==> config.mk <==
export PLATFORM = sky130hd
export DESIGN_NAME = crc_stream_engine
export DESIGN_NICKNAME = d
export VERILOG_FILES = /design/src/rtl/crc_pkg.sv /design/src/rtl/crc_update_comb.sv /design/src/rtl/crc_stream_engine.sv
export SDC_FILE = /design/constraint.sdc
export NUM_CORES = 1
export LEC_CHECK = 0
export BUFFER_PORTS_ARGS = -buffer_cell sky130_fd_sc_hd__clkbuf_2
export CORE_AREA = 2 2 58 60
export CTS_BUF_LIST = sky130_fd_sc_hd__clkbuf_4
export CTS_CLUSTER_SIZE = 25
export DETAILED_ROUTE_END_ITERATION = 6
export DIE_AREA = 0 0 60 62
export PLACE_DENSITY_LB_ADDON = 0.12
export RECOVER_POWER = 100
export SYNTH_ARGS = -nofsm -noshare
export SYNTH_HDL_FRONTEND = slang
export SYNTH_SLANG_ARGS = --single-unit
==> constraint.sdc <==
create_clock -name clk -period 6.7 [get_ports clk]
set_clock_uncertainty 0.05 [all_clocks]
set_input_delay 1.005 -clock clk [delete_from_list [all_inputs] [get_ports clk]]
set_output_delay 1.005 -clock clk [all_outputs]
set_load 0.005 [all_outputs]
==> src/rtl/crc_pkg.sv <==
// Shared types and helpers for the streaming CRC engine family.
// Holds the FSM state type, bit-reflection helpers and common CRC presets.
package crc_pkg;

  typedef enum logic {
    IDLE = 1'b0,
    BUSY = 1'b1
  } state_t;

  localparam logic [7:0]  CRC8_DVB_S2_POLY        = 8'hD5;
  localparam logic [7:0]  CRC8_DVB_S2_INIT        = 8'h00;
  localparam logic [7:0]  CRC8_DVB_S2_XOR_OUT     = 8'h00;

  localparam logic [15:0] CRC16_CCITT_FALSE_POLY    = 16'h1021;
  localparam logic [15:0] CRC16_CCITT_FALSE_INIT    = 16'hFFFF;
  localparam logic [15:0] CRC16_CCITT_FALSE_XOR_OUT = 16'h0000;

  localparam logic [31:0] CRC32_POLY    = 32'h04C1_1DB7;
  localparam logic [31:0] CRC32_INIT    = 32'hFFFF_FFFF;
  localparam logic [31:0] CRC32_XOR_OUT = 32'hFFFF_FFFF;
  // Raw (non-reflected) register value left after a good frame plus its CRC.
  localparam logic [31:0] CRC32_RESIDUE = 32'hC704_DD7B;

  function automatic logic [7:0] reflect8(input logic [7:0] b);
    logic [7:0] r;
    r = {<<{b}};
    return r;
  endfunction

  // Reverses the low `width` bits of value; result is right-aligned.
  function automatic logic [31:0] reflect(input logic [31:0] value, input int unsigned width);
    logic [31:0] r;
    r = {<<{value}};
    return r >> (32 - width);
  endfunction

endpackage

==> src/rtl/crc_update_comb.sv <==
// Combinational CRC update: folds one DATA_W-bit beat into a CRC_W-bit register.
// Bytes are taken most-significant first, bits MSB-first within each byte.
module crc_update_comb
  import crc_pkg::*;
#(
  parameter int unsigned      CRC_W  = 8,
  parameter int unsigned      DATA_W = 8,
  parameter logic [CRC_W-1:0] POLY   = CRC_W'(CRC8_DVB_S2_POLY),
  parameter bit               REFIN  = 1'b0
) (
  input  logic [CRC_W-1:0]  seed,
  input  logic [DATA_W-1:0] data,
  output logic [CRC_W-1:0]  next_reg
);

  function automatic logic [CRC_W-1:0] crc_beat(input logic [CRC_W-1:0] s,
                                                input logic [DATA_W-1:0] d);
    logic [CRC_W-1:0]  r;
    logic [DATA_W-1:0] rest;
    logic [7:0]        b;
    logic              fb;
    r    = s;
    rest = d;
    for (int i = 0; i < int'(DATA_W / 8); i++) begin
      b = rest[DATA_W-1 -: 8];
      if (REFIN) b = reflect8(b);
      rest = rest << 8;
      for (int j = 0; j < 8; j++) begin
        fb = r[CRC_W-1] ^ b[7];
        r  = (r << 1) ^ (fb ? POLY : '0);
        b  = b << 1;
      end
    end
    return r;
  endfunction

  assign next_reg = crc_beat(seed, data);

endmodule

==> src/rtl/crc_stream_engine.sv <==
// Streaming CRC engine: one result per in_sop/in_last frame, valid/ready on both sides.
// out_match flags a raw register equal to RESIDUE, so the block serves TX and RX.
module crc_stream_engine
  import crc_pkg::*;
#(
  parameter int unsigned      CRC_W   = 8,
  parameter int unsigned      DATA_W  = 8,
  parameter logic [CRC_W-1:0] POLY    = CRC_W'(CRC8_DVB_S2_POLY),
  parameter logic [CRC_W-1:0] INIT    = '0,
  parameter logic [CRC_W-1:0] XOR_OUT = '0,
  parameter bit               REFIN   = 1'b0,
  parameter bit               REFOUT  = 1'b0,
  parameter logic [CRC_W-1:0] RESIDUE = '0
) (
  input  logic              clk,
  input  logic              reset,
  input  logic              in_valid,
  output logic              in_ready,
  input  logic [DATA_W-1:0] in_data,
  input  logic              in_sop,
  input  logic              in_last,
  output logic              out_valid,
  input  logic              out_ready,
  output logic [CRC_W-1:0]  out_crc,
  output logic              out_match
);

  state_t           state, state_nxt;
  logic [CRC_W-1:0] crc_reg, seed, next_reg, refl_reg;
  logic             accept, frame_end;

  // A pending result blocks input only while it is not being consumed.
  assign in_ready  = !out_valid || out_ready;
  assign accept    = in_valid && in_ready;
  assign frame_end = accept && in_last;
  // Explicit or implicit frame start always seeds from INIT, dropping any partial CRC.
  assign seed      = (state == IDLE || in_sop) ? INIT : crc_reg;
  assign refl_reg  = {<<{next_reg}};

  crc_update_comb #(
    .CRC_W (CRC_W),
    .DATA_W(DATA_W),
    .POLY  (POLY),
    .REFIN (REFIN)
  ) u_update (
    .seed    (seed),
    .data    (in_data),
    .next_reg(next_reg)
  );

  // NOTE: every variable gets a default before any branch, so no latch is inferred.
  always_comb begin
    state_nxt = state;
    if (accept) state_nxt = in_last ? IDLE : BUSY;
  end

  // NOTE: sequential state uses non-blocking assignments so all registers update together.
  always_ff @(posedge clk or posedge reset) begin
    if (reset) begin
      state   <= IDLE;
      crc_reg <= INIT;
    end else begin
      state <= state_nxt;
      if (accept) crc_reg <= in_last ? INIT : next_reg;
    end
  end

  always_ff @(posedge clk or posedge reset) begin
    if (reset) begin
      out_valid <= 1'b0;
      out_crc   <= '0;
      out_match <= 1'b0;
    end else if (frame_end) begin
      out_valid <= 1'b1;
      out_crc   <= (REFOUT ? refl_reg : next_reg) ^ XOR_OUT;
      out_match <= (next_reg == RESIDUE);
    end else if (out_ready) begin
      out_valid <= 1'b0;
    end
  end

endmodule

Yosys cells after proc, flatten, opt, wreduce, memory -nomap -nowiden

Cells that the tools add are included.
Widths: inputs -> output; s select.

Muxes and demuxes: 13
Bitwise operators: 17
Reductions and logical operators: 7

Operators by type and width:

| kind              | number |
|---|---|
| $mux 8            | 10 |
| $xor 8x8->8       | 8 |
| $logic_not 8->1   | 1 |
| $xor 1x1->1       | 8 |
| $mux 1            | 3 |
| $logic_and 1x1->1 | 2 |
| $logic_or 1x1->1  | 2 |
| $reduce_bool 2->1 | 1 |
| $logic_not 1->1   | 1 |
| $not 1->1         | 1 |

Bits in registers: 19
Bits of input ports: 14
Output and inout port bits: 11
Word-level logic and storage cells: 42

Longest topological paths before layout

Gate-level depths: netlist of run 1.

Depth after elaboration: 28
Gate-level depth with buffers: 7
Gate-level depth less buffers: 6

Modules after synthesis

A second synthesis of run 1 with hierarchy kept.

Cell total of the unflattened synthesis: 88
Area total of the unflattened synthesis: 1,197.4 um^2

By module, submodules not included:

| module            | times used | cells each | area an instance (um^2) | sequential area each (um^2) |
|---|---|---|---|---|
| crc_stream_engine | 1          | 65         | 895.9                   | 475.5 |
| crc_update_comb   | 1          | 23         | 301.5                   | 0.0 |

Worst setup path after synthesis of run 1

No wires, ideal clock.

Path kind: in2reg
Start point: input in_sop
End point: register out_crc[3]
Library setup time: 0.128 ns
Data arrival time: 2.627 ns
Required time: 6.522 ns
Path slack: 3.896 ns
Cell stages on the path: 7
Path buffers: 1
Cells stage by stage: nand2b_1 > buf_6 > nor2_4 > xor3_2 > xnor3_2 > xnor2_1 > mux2_1

Longest elaborated chain between the ends: 24

Ends and longest elaborated chain:

| what                       | line                    | text |
|---|---|---|
| start: declaration         | crc_stream_engine.sv:20 | `input logic in_sop,` |
| $logic_or 1x1->1 *         | crc_stream_engine.sv:37 | `assign seed = (state == IDLE \|\| in_sop) ? INIT : crc_reg;` |
| $mux 8 *                   | crc_stream_engine.sv:37 |  |
| $xor 1x1->1                | crc_update_comb.sv:29   | `fb = r[CRC_W-1] ^ b[7];` |
| $mux 8                     | crc_update_comb.sv:30   | `r = (r << 1) ^ (fb ? POLY : '0);` |
| $xor 8x8->8 *              | crc_update_comb.sv:30   |  |
| $xor 1x1->1                | crc_update_comb.sv:29   |  |
| $mux 8                     | crc_update_comb.sv:30   |  |
| $xor 8x8->8 *              | crc_update_comb.sv:30   |  |
| [7 not listed]             | --                      |  |
| $mux 8                     | crc_update_comb.sv:30   |  |
| $xor 8x8->8 *              | crc_update_comb.sv:30   |  |
| $xor 1x1->1                | crc_update_comb.sv:29   |  |
| $mux 8                     | crc_update_comb.sv:30   |  |
| $xor 8x8->8 *              | crc_update_comb.sv:30   |  |
| $xor 1x1->1                | crc_update_comb.sv:29   |  |
| $mux 8                     | crc_update_comb.sv:30   |  |
| $xor 8x8->8 * (2 in a row) | crc_update_comb.sv:30   |  |
| end signal: assignment     | crc_stream_engine.sv:75 | `out_crc <= (REFOUT ? refl_reg : next_reg) ^ XOR_OUT;` |
| end: declaration           | crc_stream_engine.sv:24 | `output logic [CRC_W-1:0] out_crc,` |

Mark *: on every way between the ends. The rest lies on a longest branch, timed or not.
A chain may end at the register's enable or synchronous reset.

Final worst setup path of run 1

Ends and elaborated chain as after synthesis.

==> impl_results.md, run 1 <==
- Pleak: 0.561 nW
- Final hold violations: 0
- First-pass GRT wire length: 3720 µm
- Measured slew at the worst slew-check pin: 696 ps
- Clock tree buffer depth: 2
- Final setup vio count: 0
- Crit. End Element: flop
- WL/cell: 12.7 µm
- RSZ-0062 raised after global routing: no
- Pin count of the biggest net entering global routing: 20
- Critical Path RT: 6820 ps
- FP Rows: 21
- Worst EP arrival: 3060 ps
- Dpl hpwl: 1760 µm
- I/O pins: 25
- Port buffer count: 24
- Peak supply drop: 0.171 mV
- Setup tns final: 0 ps
- Via count: 823
- CTS tree: built
- Status: finished clean
- Power Total: 539 µW
- Layout Cells excl Fill: 175
- Synth Flop Type: dfrtp_1
- Hold Path Class: reg2reg
- DRT iter0 DRCs: 27
- Commonest non-fill, non-tap cell in the layout: xnor2_1
- Yosys warns: 0
- Fin util: 0.420
- Nets@finish: 144
- CTS resizes: 0
- Initial Utilization: 0.371
- Core area: 3180 µm²
- Post-synth EDFFs: 0
- #FFs+latches synth: 19
- Synth Cell Area: 1180 µm²
- FF-to-FF setup slack: 4180 ps
- CTS Sinks: 19
- Syn avg cell area: 11.1 µm²
- Clk_lat worst skew: 290 ps
- Max FO, Critical Path: 8
- Max Slew Vio Count: 0
- Crit path capture: out_crc[3]
- 1st-pass router iterations: 4
- GP Congestion: 0.769
- Chip height: 62 µm
- Placed cell count: 171
- P&R area growth vs syn: 13.0%
- Crit Path Category: in2reg
- Pwr dens: 404 nW/µm²
- CTS Hold Bufs: 0
- Hold Slack: 452 ps
- Slew HR: 0.535
- Post-Syn Nets: 120
- Vias in the first global route: 799
- Worst r2r dst: out_crc[3]
- Diode count: 0
- Routed wire length: 2220 µm
- Detailed-route DRC error count: 0
- Worst R2R Start: state
- Post-CTS setup repair buffer count: 0
- Die area: 3720 µm²
- Highest-count cells in the layout ignoring fill and taps: 22 x xnor2_1, 19 x dfrtp_1, 14 x clkbuf_2, 10 x clkbuf_1, 9 x nor2_1
- Htree depth: 1
- Sequential area share after synthesis: 0.403
- Period utilization: 0.438
- Layout cell share with drive strength beyond 1: 0.186
- Via density: 4.70
- Die X: 60 µm
- Initial antenna violation count: 0
- Synth cell types: 27
- Total Routing Usage GR: 0.134
- Fmax achieved: 0.341 GHz
- Reg2reg path depth: 6
- Cell count after synthesis: 106
- Inserted Clock Buffers: 3
- Total gr overflow: 0
- Critical path startpoint category: input port
- Worst Setup SP: in_sop
- Clock transition at path regs: 110 ps
- Detail Route Antenna Nets: 0
- HP Start: out_crc[4]
- Max-Cap Viols: 0
- Final min period: 2930 ps
- Root Buffer: clkbuf_4
- Async set-or-reset flop fraction in the synthesized netlist: 1.00
[through the flow]
| step | instance area, µm² | worst slack (ps) |
|---|---|---|
| floorplan | 1180 | 3900 |
| global placement | 1330 | 3630 |
| detailed placement | 1330 | 3590 |
| CTS | 1360 | 3890 |
| global route | 1330 | 3670 |
| finish | 1330 | 3770 |
[power breakdown]
part / internal (mW) / switching [mW]
clock: 0.0222 / 0.0328
combinational: 0.151 / 0.135
sequential: 0.161 / 0.0377
total: 0.334 / 0.205
[critical path, stage by stage]
cell and delay [ps]:
clkbuf_1 100, nand2b_1 270, nor2_1 260, xor3_1 440
xnor3_1 480, xnor2_1 200, mux2_1 290
[area by class of cell]
cell class                      instances  area, µm²
Inverter                                3       11.3
Sequential cell                        19        475
Multi-Input combinational cell         79        654
Clock inverter                          1       5.00
Clock buffer                            3       22.5
Fill cell                             328       1850
Timing Repair Buffer                   24        108
Tap cell                               46       57.6
[cell families after synthesis]
kind of cell / count (synthesis) / synth area share
XOR/XNOR: 34 / 0.298
AND/OR/NAND/NOR: 25 / 0.115
flip-flops: 19 / 0.403
AO/OA/AOI/OAI: 13 / 0.0859
buffers and inverters: 8 / 0.0318
multiplexers: 7 / 0.0668
[metal layers]
metal,track usage,part of all wire
met3,0.0248,0.039
met1,0.193,0.49
met5,0,0
met4,0.0381,0
met2,0.208,0.47
[worst min path at each step]
| stage | cells past startpoint | to |
|---|---|---|
| floorplan | 2 | crc_reg[4] |
| global placement | 2 | out_crc[4] |
| detailed placement | 2 | out_match |
| CTS | 1 | out_crc[5] |
| global route | 1 | out_crc[0] |
| finish | 2 | out_crc[4] |
[synth_stat cells (3+ instances only)]
| master | count | area, µm² |
|---|---|---|
| xnor2_1 | 22 | 193 |
| dfrtp_1 | 19 | 475 |
| xor2_1 | 8 | 70.1 |
| a22o_1 | 7 | 61.3 |
| nor2_1 | 7 | 26.3 |
| nand2_1 | 6 | 22.5 |
| mux2_2 | 4 | 45.0 |
| nand3b_1 | 4 | 30.0 |
| clkbuf_1 | 3 | 11.3 |
| inv_1 | 3 | 11.3 |
| mux2_1 | 3 | 33.8 |
Note: power is estimated with default switching activity, not from simulation.
==> run 2: changes to the inputs <==
==> constraint.sdc (replaced) <==
create_clock -name clk -period 2.6 [get_ports clk]
set_clock_uncertainty 0.05 [all_clocks]
set_input_delay 0.39 -clock clk [delete_from_list [all_inputs] [get_ports clk]]
set_output_delay 0.39 -clock clk [all_outputs]
set_load 0.005 [all_outputs]
==> run 2 against run 1 <==
Against the previous run:
- via count is 0.36% higher
- combinational power grew to 2.6 times the previous value
- cell count up 1.1%
- cell area rose by 1.7%
- total power grew to 2.6 times the previous value
- count of clock-buffer cells in the layout increased by 1
- worst setup slack lost 3500 ps
- critical endpoint unchanged
==> impl_results.md, run 2 (same netlist as run 1, synthesis figures left out) <==
- Status: finished clean
- Vias in the first global route: 722
- Clock tree buffer depth: 2
- Via density: 4.67
- Core area: 3180 µm²
- Reg2reg path depth: 6
- GP Congestion: 0.798
- Total Routing Usage GR: 0.141
- Detailed-route DRC error count: 0
- I/O pins: 25
- Diode count: 0
- Dpl hpwl: 1870 µm
- Clock transition at path regs: 110 ps
- Port buffer count: 24
- CP cell instances: xnor2_1 > nor2_4 > xor3_1 > xnor3_1 > xnor2_1 > mux2_1
- Hold Path Class: in2async
- Int Pwr: 883 µW
- Final min period: 2350 ps
- Pwr dens: 1050 nW/µm²
- Detail Route Antenna Nets: 0
- Highest-count cells in the layout ignoring fill and taps: 22 x xnor2_1, 19 x dfrtp_1, 19 x clkbuf_2, 8 x xor2_1, 8 x nor2_1
- CTS tree: built
- Commonest non-fill, non-tap cell in the layout: xnor2_1
- Die X: 60 µm
- Root Buffer: clkbuf_4
- Via count: 826
- Post-CTS setup repair buffer count: 0
- Period utilization: 0.904
- Slowest stage cell, crit path: xnor3_1
- Fmax achieved: 0.425 GHz
- DRT iter0 DRCs: 17
- Clock Power Share: 0.112
- Pleak: 0.579 nW
- Measured slew at the worst slew-check pin: 735 ps
- 1st-pass router iterations: 4
- Nets@finish: 146
- WL/cell: 13.4 µm
- CP most frequent cell: xnor2_1
- Routed wire length: 2360 µm
- Critical path startpoint category: flop
- Fill cell count: 314
- Fin util: 0.427
- Worst Setup SP: crc_reg[6]
- Crit Path Category: reg2reg
- Max Slew Vio Count: 0
- Crit. End Element: flop
- Chip height: 62 µm
- CTS Sinks: 19
- Critical Path RT: 2730 ps
- P&R area growth vs syn: 15.0%
- Final setup vio count: 0
- Inserted Clock Buffers: 3
- CTS Hold Bufs: 0
- FP Rows: 21
- Htree depth: 1
- Max FO, Critical Path: 6
- Sw frac: 0.378
- Peak supply drop: 0.471 mV
- CTS resizes: 0
- Clk_lat worst skew: 300 ps
- Slew HR: 0.509
- Comb power frac: 0.527
- Worst EP arrival: 2480 ps
- Critical Path Max Stage Delay: 480 ps
- RSZ-0062 raised after global routing: no
- Max-Cap Viols: 0
- Worst R2R Start: crc_reg[6]
- Sequential share of power: 0.361
- First-pass GRT wire length: 3730 µm
- Die area: 3720 µm²
- Initial Utilization: 0.371
- Initial antenna violation count: 0
- Setup tns final: 0 ps
- Total gr overflow: 0
- Pin count of the biggest net entering global routing: 20
- Layout cell share with drive strength beyond 1: 0.221
- Sw power: 538 µW
- Final hold violations: 0
==> run 2: cell types whose count changed in the layout (fill, tap and decap cells not counted) <==
cell	before	now
xnor3_2	1	0
clkbuf_4	3	4
nor2_1	9	8
nor2_4	0	1
clkinv_2	1	0
clkbuf_1	10	7
xnor3_1	1	2
clkbuf_2	14	19
==> run 2: final cells by class <==
cell class              count  area, µm²  area share
repair buffers             26        121      0.0895
flip-flops and latches     19        475       0.351
multi-input cells          79        661       0.487
clock buffers               4       30.0      0.0221
well taps                  46       57.6      0.0424
inverters                   3       11.3     0.00830
==> run 2: final timing paths <==
kind                              end  slack (ps)
max                        out_crc[3]         250
min                         out_valid         120
max reg2reg                out_crc[3]         250
min reg2reg                out_crc[3]         460
max in group asynchronous  crc_reg[2]        1900
min in group clk           crc_reg[4]         270
==> run 2: power groups by stage <==
| stage | Clock, mW | Combinational (mW) | Sequential [mW] |
|---|---|---|---|
| 3_3_place_gp | 0 | 0.773 | 0.519 |
| 4_1_cts | 0.166 | 0.781 | 0.514 |
| 3_5_place_dp | 0 | 0.773 | 0.520 |
| 5_1_grt | 0.177 | 0.833 | 0.531 |
| 6_report | 0.159 | 0.749 | 0.512 |
| 2_1_floorplan | 0 | 0.608 | 0.493 |
==> run 2: critical path, delay by kind of cell, from the launching register on <==
kind,cells,cell delay (ps)
flops,1,460
mux,1,290
simple gates,1,70
xor+xnor,4,1370
==> run 2: per-stage QoR <==
stage	setup WS [ps]	instances	power [mW]	cell area, µm²	hold WS (ps)
after detailed placement	151	173	1.29	1350	427
after global placement	207	173	1.29	1350	423
after global routing	101	177	1.54	1360	180
final	249	177	1.42	1360	125
after floorplan	411	106	1.10	1180	291
after CTS	273	177	1.46	1380	136
==> run 2: metal layers <==
| layer | track usage | share of wire | vias up |
|---|---|---|---|
| met5 | 0 | 0 | - |
| met4 | 0.0571 | 0.016 | 0 |
| met3 | 0.0269 | 0.052 | 5 |
| met2 | 0.205 | 0.46 | 28 |
| met1 | 0.206 | 0.47 | 386 |
| li1 | - | - | 407 |
